`config.mk`:
```
export PLATFORM = sky130hd
export DESIGN_NAME = mem_arbiter_flat
export DESIGN_NICKNAME = d
export VERILOG_FILES = /design/src/rtl/mem_arbiter_pkg.sv /design/src/rtl/mem_arbiter_if.sv /design/src/rtl/mem_arbiter.sv /design/src/flat_wrapper.sv
export SDC_FILE = /design/constraint.sdc
export NUM_CORES = 1
export LEC_CHECK = 0
export BUFFER_PORTS_ARGS = -buffer_cell sky130_fd_sc_hd__buf_2
export CORE_AREA = 2 2 120 122
export DETAILED_ROUTE_END_ITERATION = 10
export DIE_AREA = 0 0 122 124
export PLACE_DENSITY_LB_ADDON = 0.3
export SLEW_MARGIN = 20
export SYNTH_ARGS = -nofsm -noshare
export SYNTH_HDL_FRONTEND = slang
export SYNTH_SLANG_ARGS = --single-unit
```
`constraint.sdc`:
```
create_clock -name clk -period 3 [get_ports clk]
set_clock_uncertainty 0.2 [all_clocks]
set_input_delay 0.6 -clock clk [delete_from_list [all_inputs] [get_ports clk]]
set_output_delay 0.6 -clock clk [all_outputs]
set_load 0.005 [all_outputs]
```
`src/rtl/mem_arbiter_pkg.sv`:
```
// Shared memory-op encodings and the grant pick rule for the two-master memory arbiter.
// The op encodings match the CPU's load/store field values, so ops pass through the arbiter unchanged.
package mem_arbiter_pkg;

    typedef logic [2:0] read_op_t;
    typedef logic [1:0] write_op_t;

    localparam read_op_t LB    = 3'b000;
    localparam read_op_t LH    = 3'b001;
    localparam read_op_t LW    = 3'b010;
    localparam read_op_t LNONE = 3'b011;
    localparam read_op_t LBU   = 3'b100;
    localparam read_op_t LHU   = 3'b101;

    localparam write_op_t SB    = 2'b00;
    localparam write_op_t SH    = 2'b01;
    localparam write_op_t SW    = 2'b10;
    localparam write_op_t SNONE = 2'b11;

    // Returns the winning master index (0 = m0, 1 = m1); only meaningful when a request is present.
    function automatic logic pick_master(input logic req0, input logic req1,
                                         input logic last_owner, input logic round_robin);
        if (req0 && req1)
            return round_robin ? ~last_owner : 1'b0;
        return req1 & ~req0;
    endfunction

endpackage

```
`src/rtl/mem_arbiter_if.sv`:
```
// One requester's memory-op channel; the arbiter sits on the slave side of each channel.
interface mem_arbiter_if
    import mem_arbiter_pkg::*;
#(
    parameter int ADDR_WIDTH = 32
) ();
    logic                  req;
    logic [ADDR_WIDTH-1:0] addr;
    read_op_t              read_op;
    write_op_t             write_op;
    logic [31:0]           wdata;
    logic                  ack;
    logic [31:0]           rdata;

    modport master (output req, addr, read_op, write_op, wdata, input  ack, rdata);
    modport slave  (input  req, addr, read_op, write_op, wdata, output ack, rdata);
endinterface

```
`src/rtl/mem_arbiter.sv`:
```
// Arbitrates the single RAM port between the CPU (m0) and the debug/loader master (m1).
// One transaction at a time: IDLE (grant) -> ISSUE (drive RAM) -> WAIT (latency) -> IDLE.
module mem_arbiter
    import mem_arbiter_pkg::*;
#(
    parameter int ADDR_WIDTH  = 32,
    parameter int LATENCY     = 1,
    parameter int ROUND_ROBIN = 1
) (
    input  logic                  clk,
    input  logic                  reset,
    mem_arbiter_if.slave          m0,
    mem_arbiter_if.slave          m1,
    output logic [ADDR_WIDTH-1:0] mem_addr,
    output read_op_t              mem_read_op,
    output write_op_t             mem_write_op,
    output logic [31:0]           mem_wdata,
    input  logic [31:0]           mem_rdata,
    output logic                  busy,
    output logic                  owner
);

    if (LATENCY < 1 || LATENCY > 4) begin : g_bad_latency
        $error("mem_arbiter: LATENCY must be in 1..4");
    end

    localparam logic [1:0] CNT_LOAD = 2'(LATENCY - 1);

    typedef enum logic [1:0] {
        IDLE  = 2'd0,
        ISSUE = 2'd1,
        WAIT  = 2'd2
    } state_e;

    state_e                state;
    logic [1:0]            count;
    logic                  ack0;
    logic                  ack1;
    logic                  any_req;
    logic                  pick;
    logic [ADDR_WIDTH-1:0] sel_addr;
    read_op_t              sel_read_op;
    write_op_t             sel_write_op;
    logic [31:0]           sel_wdata;

    assign any_req      = m0.req | m1.req;
    assign pick         = pick_master(m0.req, m1.req, owner, ROUND_ROBIN != 0);
    assign sel_addr     = pick ? m1.addr     : m0.addr;
    assign sel_read_op  = pick ? m1.read_op  : m0.read_op;
    assign sel_write_op = pick ? m1.write_op : m0.write_op;
    assign sel_wdata    = pick ? m1.wdata    : m0.wdata;

    always_ff @(posedge clk) begin
        if (reset) begin
            state        <= IDLE;
            count        <= 2'd0;
            busy         <= 1'b0;
            owner        <= 1'b1;
            ack0         <= 1'b0;
            ack1         <= 1'b0;
            mem_addr     <= '0;
            mem_read_op  <= LNONE;
            mem_write_op <= SNONE;
            mem_wdata    <= 32'h0;
        end else begin
            ack0         <= 1'b0;
            ack1         <= 1'b0;
            mem_addr     <= '0;
            mem_read_op  <= LNONE;
            mem_write_op <= SNONE;
            mem_wdata    <= 32'h0;
            case (state)
                IDLE: begin
                    if (any_req) begin
                        state        <= ISSUE;
                        owner        <= pick;
                        busy         <= 1'b1;
                        count        <= CNT_LOAD;
                        mem_addr     <= sel_addr;
                        mem_wdata    <= sel_wdata;
                        mem_write_op <= sel_write_op;
                        // A store suppresses any read the master also presented.
                        mem_read_op  <= (sel_write_op != SNONE) ? LNONE : sel_read_op;
                    end
                end
                ISSUE: begin
                    state <= WAIT;
                    if (CNT_LOAD == 2'd0) begin
                        ack0 <= ~owner;
                        ack1 <= owner;
                    end
                end
                WAIT: begin
                    if (count == 2'd0) begin
                        state <= IDLE;
                        busy  <= 1'b0;
                    end else begin
                        count <= count - 2'd1;
                        // Ack lands in the WAIT cycle whose count reads zero.
                        if (count == 2'd1) begin
                            ack0 <= ~owner;
                            ack1 <= owner;
                        end
                    end
                end
                default: state <= IDLE;
            endcase
        end
    end

    assign m0.ack   = ack0;
    assign m1.ack   = ack1;
    assign m0.rdata = ack0 ? mem_rdata : 32'h0;
    assign m1.rdata = ack1 ? mem_rdata : 32'h0;

endmodule

```
`src/flat_wrapper.sv`:
```
// flat-port wrapper written by rule: the top's interface ports become plain ports
module mem_arbiter_flat import mem_arbiter_pkg::*;
#(
    parameter int ADDR_WIDTH  = 32,
    parameter int LATENCY     = 1,
    parameter int ROUND_ROBIN = 1
)
  (clk, reset, mem_addr, mem_read_op, mem_write_op, mem_wdata, mem_rdata, busy, owner, m0_req, m0_addr, m0_read_op, m0_write_op, m0_wdata, m0_ack, m0_rdata, m1_req, m1_addr, m1_read_op, m1_write_op, m1_wdata, m1_ack, m1_rdata);
  mem_arbiter_if #(.ADDR_WIDTH(ADDR_WIDTH)) m0_i ();
  mem_arbiter_if #(.ADDR_WIDTH(ADDR_WIDTH)) m1_i ();
  input  logic clk;
  input  logic reset;
  output logic [ADDR_WIDTH-1:0] mem_addr;
  output read_op_t mem_read_op;
  output write_op_t mem_write_op;
  output logic [31:0] mem_wdata;
  input  logic [31:0] mem_rdata;
  output logic busy;
  output logic owner;
  input wire logic [$bits(m0_i.req)-1:0] m0_req;
  input wire logic [$bits(m0_i.addr)-1:0] m0_addr;
  input wire logic [$bits(m0_i.read_op)-1:0] m0_read_op;
  input wire logic [$bits(m0_i.write_op)-1:0] m0_write_op;
  input wire logic [$bits(m0_i.wdata)-1:0] m0_wdata;
  output wire logic [$bits(m0_i.ack)-1:0] m0_ack;
  output wire logic [$bits(m0_i.rdata)-1:0] m0_rdata;
  input wire logic [$bits(m1_i.req)-1:0] m1_req;
  input wire logic [$bits(m1_i.addr)-1:0] m1_addr;
  input wire logic [$bits(m1_i.read_op)-1:0] m1_read_op;
  input wire logic [$bits(m1_i.write_op)-1:0] m1_write_op;
  input wire logic [$bits(m1_i.wdata)-1:0] m1_wdata;
  output wire logic [$bits(m1_i.ack)-1:0] m1_ack;
  output wire logic [$bits(m1_i.rdata)-1:0] m1_rdata;
  assign m0_i.req = m0_req;
  assign m0_i.addr = m0_addr;
  assign m0_i.read_op = m0_read_op;
  assign m0_i.write_op = m0_write_op;
  assign m0_i.wdata = m0_wdata;
  assign m0_ack = m0_i.ack;
  assign m0_rdata = m0_i.rdata;
  assign m1_i.req = m1_req;
  assign m1_i.addr = m1_addr;
  assign m1_i.read_op = m1_read_op;
  assign m1_i.write_op = m1_write_op;
  assign m1_i.wdata = m1_wdata;
  assign m1_ack = m1_i.ack;
  assign m1_rdata = m1_i.rdata;
  mem_arbiter #(.ADDR_WIDTH(ADDR_WIDTH), .LATENCY(LATENCY), .ROUND_ROBIN(ROUND_ROBIN)) u_core (.clk(clk), .reset(reset), .m0(m0_i), .m1(m1_i), .mem_addr(mem_addr), .mem_read_op(mem_read_op), .mem_write_op(mem_write_op), .mem_wdata(mem_wdata), .mem_rdata(mem_rdata), .busy(busy), .owner(owner));
endmodule
```
# Yosys cells after proc, flatten, opt, wreduce, memory -nomap -nowiden
# Cells that the tools add are included.
# word_totals
ff_bits,77
input_bits,174
# classes
addsub,1
eq_ne,7
muxes,24
n_bitwise,6
reduce_logical,10
# op_table
operator,count
2-to-1 mux 32 bit,4
2-to-1 mux 2 bit,5
2-to-1 mux 1 bit,9
case mux 1 bit (2 select lines),3
case mux 2 bit (3 select lines),1
AND reduction 3 bit,2
"equality test 2 x 1 -> 1 bit, second input constant",2
logical NOT 2 bit,2
"inequality test 2 x 1 -> 1 bit, second input constant",2
"inequality test 2 bit, second input constant",2
inverter 1 bit,4
case mux 2 bit (2 select lines),1
AND reduction 2 bit,2
OR reduction 4 bit,1
2-to-1 mux 3 bit,1
OR reduction 3 bit,1
"equality test 2 bit, second input constant",1
nonzero test 2 bit,1
"subtractor 2 x 1 -> 2 bit, second input constant",1
AND 1 bit,1
logical AND 1 bit,1
bitwise OR 1 bit,1

# Longest topological paths before layout
# Gate-level depths: netlist (run 1).
# depth
word_depth,6
mapped_depth,7
depth_no_buf,5

# Least setup slack after synthesis (run 1)
# Ideal clock, no wire load.
# synth_timing
path_type,input-to-reg
from,in m0_req
to,reg u_core.mem_write_op[0]
arrival_ns,1.415
t_required_ns,2.677
slack_ns,1.262
path_stages,7
path_cell_list,buf_2 -> a21bo_1 -> buf_2 -> buf_6 -> buf_6 -> nand2_1 -> nand3_1
# synth_via
elab_chain_cells,4
# synth_lines
element,line_no,text
start: declaration,flat_wrapper.sv:20,input wire logic [$bits(m0_i.req)-1:0] m0_req;
logical AND 1 bit or inverter 1 bit (tied branches),"mem_arbiter_pkg.sv:23, mem_arbiter_pkg.sv:25",
2-to-1 mux 1 bit or AND 1 bit (tied branches),"mem_arbiter_pkg.sv:23, mem_arbiter_pkg.sv:25",
2-to-1 mux 1 bit,mem_arbiter_pkg.sv:25,return req1 & ~req0;
2-to-1 mux 2 bit,mem_arbiter.sv:50,assign sel_write_op = pick ? m1.write_op : m0.write_op;
end signal: assignment,mem_arbiter.sv:81,mem_write_op <= sel_write_op;
end: declaration,mem_arbiter.sv:16,"output write_op_t mem_write_op,"
# Parallel ways exist; a longest one is shown, timed or not.
# A chain may end at the register's enable or synchronous reset.

# Final worst setup path (run 1)
# layout_timing
from,reg u_core.ack0 (netlist: u_core.m0.ack)
to,out m0_rdata[2]
# layout_via
elab_chain_cells,1
# layout_lines
element,line_no,text
start: declaration,mem_arbiter.sv:37,logic ack0;
start signal: assignment,mem_arbiter.sv:89,ack0 <= ~owner;
start signal: assignment,mem_arbiter.sv:101,ack0 <= ~owner;
2-to-1 mux 32 bit,mem_arbiter.sv:113,assign m0.rdata = ack0 ? mem_rdata : 32'h0;
end: declaration,flat_wrapper.sv:26,output wire logic [$bits(m0_i.rdata)-1:0] m0_rdata;
# No other way between the ends.

==> impl_metrics.toml, run 1 <==
[run_status]
outcome = "completed"

[timing]
max_slew_margin = 0.4638
grt_setup_unrepaired = "no"
setup_tns_ps = 0
min_period_over_period = 0.7748
hold_viol = 0
tightest_slew_ps = 803.2
setup_viol = 0
worst_slack_ps = 675.7
finalMaxSlewViolations = 0
fmax_mhz = 430.2
min_period_ps = 2324

[yosys]
synth_fp_nets = 604
ys_warn_count = 0
yosysTopAreaCell = "dfxtp_1"
synth_area_leaders = "dfxtp_1, nand2_1, and2_1, a21oi_1, ha_1"
syn_area_per_cell_um2 = 7.802
yosysSeqAreaShare = 0.4660
synth_top_family_by_area = "simple AND/OR/NAND/NOR gates"
synthCells = 424
synth_xor_area_frac = 0
synth_top_cell_area_share = 0.4660
synth_fa_ha_area_frac = 0.02269
synthSimpleGateAreaFrac = 0.3188
synth_compound_area_frac = 0.1328
ys_ff_latch = 77
ys_types = 31
synthMuxAreaShare = 0
netlist_area_mm2 = 0.003308

[worst_hold_path]
holdPathEnd = "u_core.busy$_SDFFE_PP0P_"
whs_path_depth = 2
worstHoldStart = "u_core.busy$_SDFFE_PP0P_"
min_path_type = "reg2reg"

[route]
drc = 0
antenna_left = 0
wire_per_inst_um = 13.72
wl_um = 12430
post_drt_via_cell_ratio = 4.236
drt-initial-drc-count = 137
dr_total_vias = 3838
first_pass_iters = 4

[cts]
cts_tree = "built"
hold_buffers = 0
cts_buffer_depth = 2
ctsResizeCount = 0
numCtsBuffers = 9
clk_pin_slew_worst_paths_ps = 60
htreeDepth = 3
insertion_delay_ps = 330
cts_setup_buffers = 0
cts_sinks = 77
cts_root_buf = "clkbuf_16"

[grt]
grt-ovfl-total = 0
grtUsageTotal = 0.1538
grt_pass1_vias = 3524
grt_first_pass_wirelength_um = 17570
grt_max_degree = 40
antenna_found_initial = 0

[critical_path]
crit_slowest_cell = "dfxtp_1"
timing.rr.end = "u_core.count[1]$_SDFFE_PP0P_"
cpPeakStageDelay_ps = 810
required_ps = 2200
worst_setup_path_start_kind = "flop"
cp_data_arrival_time_ps = 1520
r2r-start = "u_core.state[0]$_SDFFE_PP0P_"
end_kind = "primary output"
rrSetupSlack_ps = 1190
worstPathMaxFanout = 33
r2r_cells = 5
worstSetupPathType = "reg2out"
crit_chain = "and2_1, buf_2"

[die]
pin_count = 311
num_rows = 43
die_w_um = 122
die_h_um = 124
die_area_mm2 = 0.01513
initial_utilization = 0.2411
coreArea_mm2 = 0.01372

[placed_design]
portBuffers = 310
place_congestion = 0.7260
place_hpwl_um = 9754
pre_cts_slack_ps = 1014

[cells_and_area]
final_nets = 901
final_core_util = 0.3832
antenna_cells = 0
area_delta_synth_final_pct = 58.93
drive_gt1_frac = 0.4628

[power_and_ir_drop]
p_leak_nw = 2.926
power-per-cell-area_mw_per_mm2 = 495.7
vdd_drop_max_mv = 0.3023

[flow_run]
cap_violations = 0
-- routing by layer --
| layer | part of all wire | vias to the layer above | wire length [µm] | global-route usage |
|---|---|---|---|---|
| li1 | - | 1959 | - | - |
| met1 | 0.36 | 1691 | 4523 | 0.1505 |
| met2 | 0.53 | 173 | 6603 | 0.2978 |
| met3 | 0.090 | 15 | 1118 | 0.05449 |
| met4 | 0.015 | 0 | 182 | 0.05388 |
| met5 | 0 | - | 0 | 0 |
-- flip-flops by register name (all words and copies together), names as in the netlist --
name	flops
u_core.busy	1
u_core.mem_write_op	2
u_core.mem_addr	32
u_core.owner	1
u_core.mem_read_op	3
u_core.m0.ack	1
u_core.state	2
u_core.count	2
u_core.mem_wdata	32
u_core.m1.ack	1
-- worst max-delay path: cells and delay by family (launching register included) --
family | cells | cell delay [ps]
AND/OR/NAND/NOR | 1 | 250
flip-flops | 1 | 810
buffers and inverters | 1 | 120
-- stage by stage --
stage / area [µm²] / cells / hold WS [ps] / power [mW]
4_1_cts: 5258 / 906 / 265.8 / 2.658
2_1_floorplan: 3308 / 424 / 237.9 / 1.362
5_1_grt: 5258 / 906 / 278.9 / 2.755
3_3_place_gp: 4976 / 890 / 261.7 / 1.609
3_5_place_dp: 4976 / 890 / 257.0 / 1.609
6_report: 5258 / 906 / 262.3 / 2.606
-- Yosys cell counts --
| library cell | count |
|---|---|
| buf_4 | 7 |
| a21boi_2 | 1 |
| buf_2 | 13 |
| clkbuf_2 | 1 |
| nor4b_1 | 1 |
| nand4b_1 | 1 |
| or3b_2 | 1 |
| buf_6 | 3 |
| or2_1 | 1 |
| inv_1 | 5 |
| a21bo_1 | 1 |
| and4b_1 | 1 |
| a21oi_1 | 71 |
| ha_1 | 6 |
| nand2_1 | 136 |
| clkbuf_1 | 6 |
| o31ai_1 | 2 |
| o21ai_0 | 4 |
| o211ai_1 | 1 |
| nand4_1 | 3 |
| and3_1 | 2 |
| nor2b_1 | 1 |
| nand3b_1 | 1 |
| nor2_1 | 2 |
| dfxtp_1 | 77 |
| and2_1 | 65 |
| nor3_1 | 4 |
| nand3_1 | 3 |
| o211a_1 | 1 |
| nor3b_1 | 1 |
| o21ai_1 | 2 |
-- layout by cell type (no fill, tap or decap), types with 3 or more instances in the layout --
| cell type | synthesis | layout |
|---|---|---|
| buf_4 | 7 | 5 |
| dfxtp_1 | 77 | 77 |
| clkbuf_16 | 0 | 9 |
| nand4_1 | 3 | 3 |
| o21ai_0 | 4 | 4 |
| nor3_1 | 4 | 4 |
| inv_1 | 5 | 5 |
| ha_1 | 6 | 6 |
| a21oi_1 | 71 | 71 |
| nand2_1 | 136 | 136 |
| buf_2 | 13 | 310 |
| inv_6 | 0 | 3 |
| and2_1 | 65 | 65 |
-- cell families after synthesis --
family,after synthesis
compound gates,83
fa+ha+maj,6
buf+inv,35
flops,77
simple gates,223
-- worst max-delay path by stage --
stage               cells past startpoint                                 to                startpoint  slack (ps)
finish                                  2                        m0_rdata[2]  u_core.m0.ack$_SDFF_PP0_         680
global route                            2                        m1_rdata[5]  u_core.m1.ack$_SDFF_PP0_         560
CTS                                     2                        m0_rdata[2]  u_core.m0.ack$_SDFF_PP0_         640
detailed placement                      2                        m0_rdata[2]  u_core.m0.ack$_SDFF_PP0_        1010
global placement                        2                        m0_rdata[2]  u_core.m0.ack$_SDFF_PP0_        1030
floorplan                               7  u_core.mem_write_op[0]$_SDFF_PP1_                    m0_req        1260
-- layout make-up --
cell class                      count  area, µm²
Fill cell                        1490       8462
Timing Repair Buffer              316       1609
Clock inverter                      7      56.30
Tap cell                          180      225.2
Clock buffer                        9      225.2
Inverter                            5      18.77
Multi-Input combinational cell    312       1582
Sequential cell                    77       1541
-- report_power, final --
group / switching [mW] / leakage (nW) / total (mW) / internal [mW]
clock network: 0.456 / 0.137 / 1.03 / 0.570
logic: 0.241 / 2.16 / 0.457 / 0.216
registers: 0.0266 / 0.631 / 1.12 / 1.10
No activity file was read; power rests on OpenSTA's default activity.
==> run 2, diff against run 1 <==
--- a/config.mk
+++ b/config.mk
@@ -5,10 +5,11 @@
 export SDC_FILE = /design/constraint.sdc
 export NUM_CORES = 1
 export LEC_CHECK = 0
+export ABC_AREA = 1
 export BUFFER_PORTS_ARGS = -buffer_cell sky130_fd_sc_hd__buf_2
-export CORE_AREA = 2 2 120 122
+export CORE_AREA = 2 2 121 123
 export DETAILED_ROUTE_END_ITERATION = 10
-export DIE_AREA = 0 0 122 124
+export DIE_AREA = 0 0 123 125
 export PLACE_DENSITY_LB_ADDON = 0.3
 export SLEW_MARGIN = 20
 export SYNTH_ARGS = -nofsm -noshare
==> constraint.sdc (replaced) <==
create_clock -name clk -period 2.4 [get_ports clk]
set_clock_uncertainty 0.2 [all_clocks]
set_input_delay 0.48 -clock clk [delete_from_list [all_inputs] [get_ports clk]]
set_output_delay 0.48 -clock clk [all_outputs]
set_load 0.005 [all_outputs]
==> run 2 against run 1 <==
Compared with the run above:
- combinational power grew 85%
- worst hold slack lost 71 ps
- design area grew 6.7%
- core utilization grew 1.2 points
- flip-flop and latch count is the same
- total power grew 39%
- largest cell class unchanged
- largest power group unchanged
==> impl_metrics.toml, run 2 <==
[cts]
clk_pin_slew_worst_paths_ps = 60
ctsResizeCount = 0
htreeDepth = 3
cts_sinks = 77
numCtsBuffers = 9
cts_setup_buffers = 0
hold_buffers = 0
insertion_delay_ps = 330
cts_buffer_depth = 2
cts_tree = "built"
cts_root_buf = "clkbuf_16"

[die]
initial_utilization = 0.2533
die_area_mm2 = 0.01538
coreArea_mm2 = 0.01420
pin_count = 311
die_h_um = 125
num_rows = 44
die_w_um = 123

[route]
post_drt_via_cell_ratio = 4.027
dr_total_vias = 3995
wl_um = 12350
wire_per_inst_um = 12.45
drt-initial-drc-count = 83
antenna_left = 0
drc = 0
first_pass_iters = 5

[cells_and_area]
final_cell_mix = "buf_2, nand2_1, inv_1, dfxtp_1, a21oi_2"
area_delta_synth_final_pct = 55.84
top_regs = "u_core.mem_addr (32), u_core.mem_wdata (32), u_core.mem_read_op (3)"
final_nets = 982
final_core_util = 0.3948
drive_gt1_frac = 0.4944
final_common_cell = "buf_2"

[power_and_ir_drop]
pwr-share-comb = 0.233
p_sw_frac = 0.2876
p_switching_mw = 1.045
pwr-share-clk = 0.369
power-per-cell-area_mw_per_mm2 = 647.7
p_leak_nw = 3.489
internal_power_mw = 2.587
vdd_drop_max_mv = 0.2828
p_seq_frac = 0.398

[yosys]
ys_dominant_reg_cell = "dfxtp_1"
synth_area_leaders = "dfxtp_1, nand2_1, a21oi_2, inv_1, ha_1"
synth_top_family_by_area = "simple AND/OR/NAND/NOR gates"
yosysMostFrequentCell = "nand2_1"
synth_commonest_cells = "nand2_1, dfxtp_1, inv_1, a21oi_2, clkbuf_1"
synth_enable_flop_cells = 0
ys_warn_count = 0
synth_compound_area_frac = 0.1641
synth_fp_nets = 679
yosysSeqAreaShare = 0.4284
synthCells = 499
async_flop_share = 0
ys_ff_latch = 77
netlist_area_mm2 = 0.003598
syn_area_per_cell_um2 = 7.211
synthSimpleGateAreaFrac = 0.2615
ys_types = 21
synth_xor_area_frac = 0
synth_fa_ha_area_frac = 0.02086
synth_top_cell_area_share = 0.4284
synthMuxAreaShare = 0
yosysTopAreaCell = "dfxtp_1"

[timing]
setup_viol = 0
finalMaxSlewViolations = 0
grt_setup_unrepaired = "no"
tightest_slew_ps = 410.8
min_period_ps = 1914
fmax_mhz = 522.3
max_slew_margin = 0.7232
setup_tns_ps = 0
hold_viol = 0
min_period_over_period = 0.7977

[critical_path]
cpPeakStageDelay_ps = 300
cp_num_buf_inv = 3
crit_slowest_cell = "dfxtp_1"
timing.rr.end = "u_core.mem_wdata[25]$_SDFF_PP0_"
r2r-start = "u_core.state[0]$_SDFFE_PP0P_"
crit_chain = "buf_4, nand2_1, inv_1, buf_2"
worstPathMaxFanout = 33
worstSetupPathType = "reg2out"
critical-path-top-delay-family = "buffers and inverters"
cp_data_arrival_time_ps = 1230
rrSetupSlack_ps = 520
end_kind = "primary output"
r2r_cells = 7
worst_setup_path_start_kind = "flop"
required_ps = 1720

[run_status]
outcome = "completed"

[grt]
antenna_found_initial = 3
grt_pass1_vias = 3711
grt_max_degree = 51
grt_first_pass_wirelength_um = 18490
grt-ovfl-total = 0
grtUsageTotal = 0.1560

[worst_hold_path]
min_path_type = "in2reg"
whs_path_depth = 3
holdPathEnd = "u_core.mem_write_op[1]$_SDFF_PP1_"
worstHoldStart = "m0_write_op[1]"

[placed_design]
portBuffers = 310
place_hpwl_um = 9892
place_congestion = 0.7678

[flow_run]
cap_violations = 0
-- run 2: cell count changes after synthesis, moves of 8 or more --
cell and delta:
a21oi_1 -62, a21oi_2 +60, and2_1 -65, inv_1 +72
nand2_1 +79, nand3_1 +8
-- run 2: area by class of cell --
cell class / instances / area [µm²]
Timing Repair Buffer: 318 / 1637
Clock inverter: 4 / 48.80
Multi-Input combinational cell: 317 / 1607
Sequential cell: 77 / 1541
Inverter: 79 / 297.8
Clock buffer: 10 / 239.0
Fill cell: 1519 / 8596
Antenna cell: 3 / 7.507
Tap cell: 184 / 230.2
-- run 2: how the worst max path moves through the flow --
stage,cells past startpoint,end,from,slack (ps)
after global placement,7,u_core.mem_addr[14]$_SDFF_PP0_,u_core.state[0]$_SDFFE_PP0P_,530
after global routing,7,u_core.mem_addr[16]$_SDFF_PP0_,u_core.state[0]$_SDFFE_PP0P_,370
after floorplan,7,u_core.mem_addr[0]$_SDFF_PP0_,u_core.state[0]$_SDFFE_PP0P_,810
after CTS,4,m1_rdata[4],u_core.m1.ack$_SDFF_PP0_,450
after detailed placement,7,u_core.mem_wdata[25]$_SDFF_PP0_,u_core.state[0]$_SDFFE_PP0P_,490
final,4,m1_rdata[4],u_core.m1.ack$_SDFF_PP0_,490
-- run 2: per-layer routing --
layer  part of all wire  routed length [µm]  up-vias  global-route usage
met5                  0                   0        -                   0
met4              0.013                 158        0             0.04746
met3              0.099                1226       11             0.05611
met2               0.52                6399      192              0.2964
met1               0.37                4567     1689              0.1550
li1                   -                   -     2103                   -
-- run 2: power by group through the flow --
stage	sequential (mW)	combinational, mW	clock, mW
after global placement	1.47	0.861	0
after global routing	1.46	0.958	1.45
after floorplan	1.49	0.463	0
after CTS	1.44	0.866	1.38
final	1.44	0.846	1.34
after detailed placement	1.47	0.865	0
-- run 2: logic make-up (layout without fill, tap and decap cells) --
family,after synthesis,after routing
other,0,3
buffers and inverters,105,411
AND/OR/NAND/NOR,239,239
flip-flops,77,77
adder cells (fa/ha/maj),6,6
AO/OA/AOI/OAI,72,72
-- run 2: through the flow --
stage	instance area [µm²]	power [mW]	setup WS (ps)	cells	hold slack (ps)
finish	5608	3.632	485.5	992	191.3
global route	5603	3.870	371.6	990	182.1
CTS	5600	3.695	445.1	989	175.4
detailed placement	5313	2.336	493.7	975	243.2
global placement	5313	2.330	533.6	975	231.1
floorplan	3598	1.952	813.0	499	237.3
-- run 2: tightest hold or removal path: stages --
cell	delay (ps)
buf_2	80
nand2_1	50
nand3_1	80
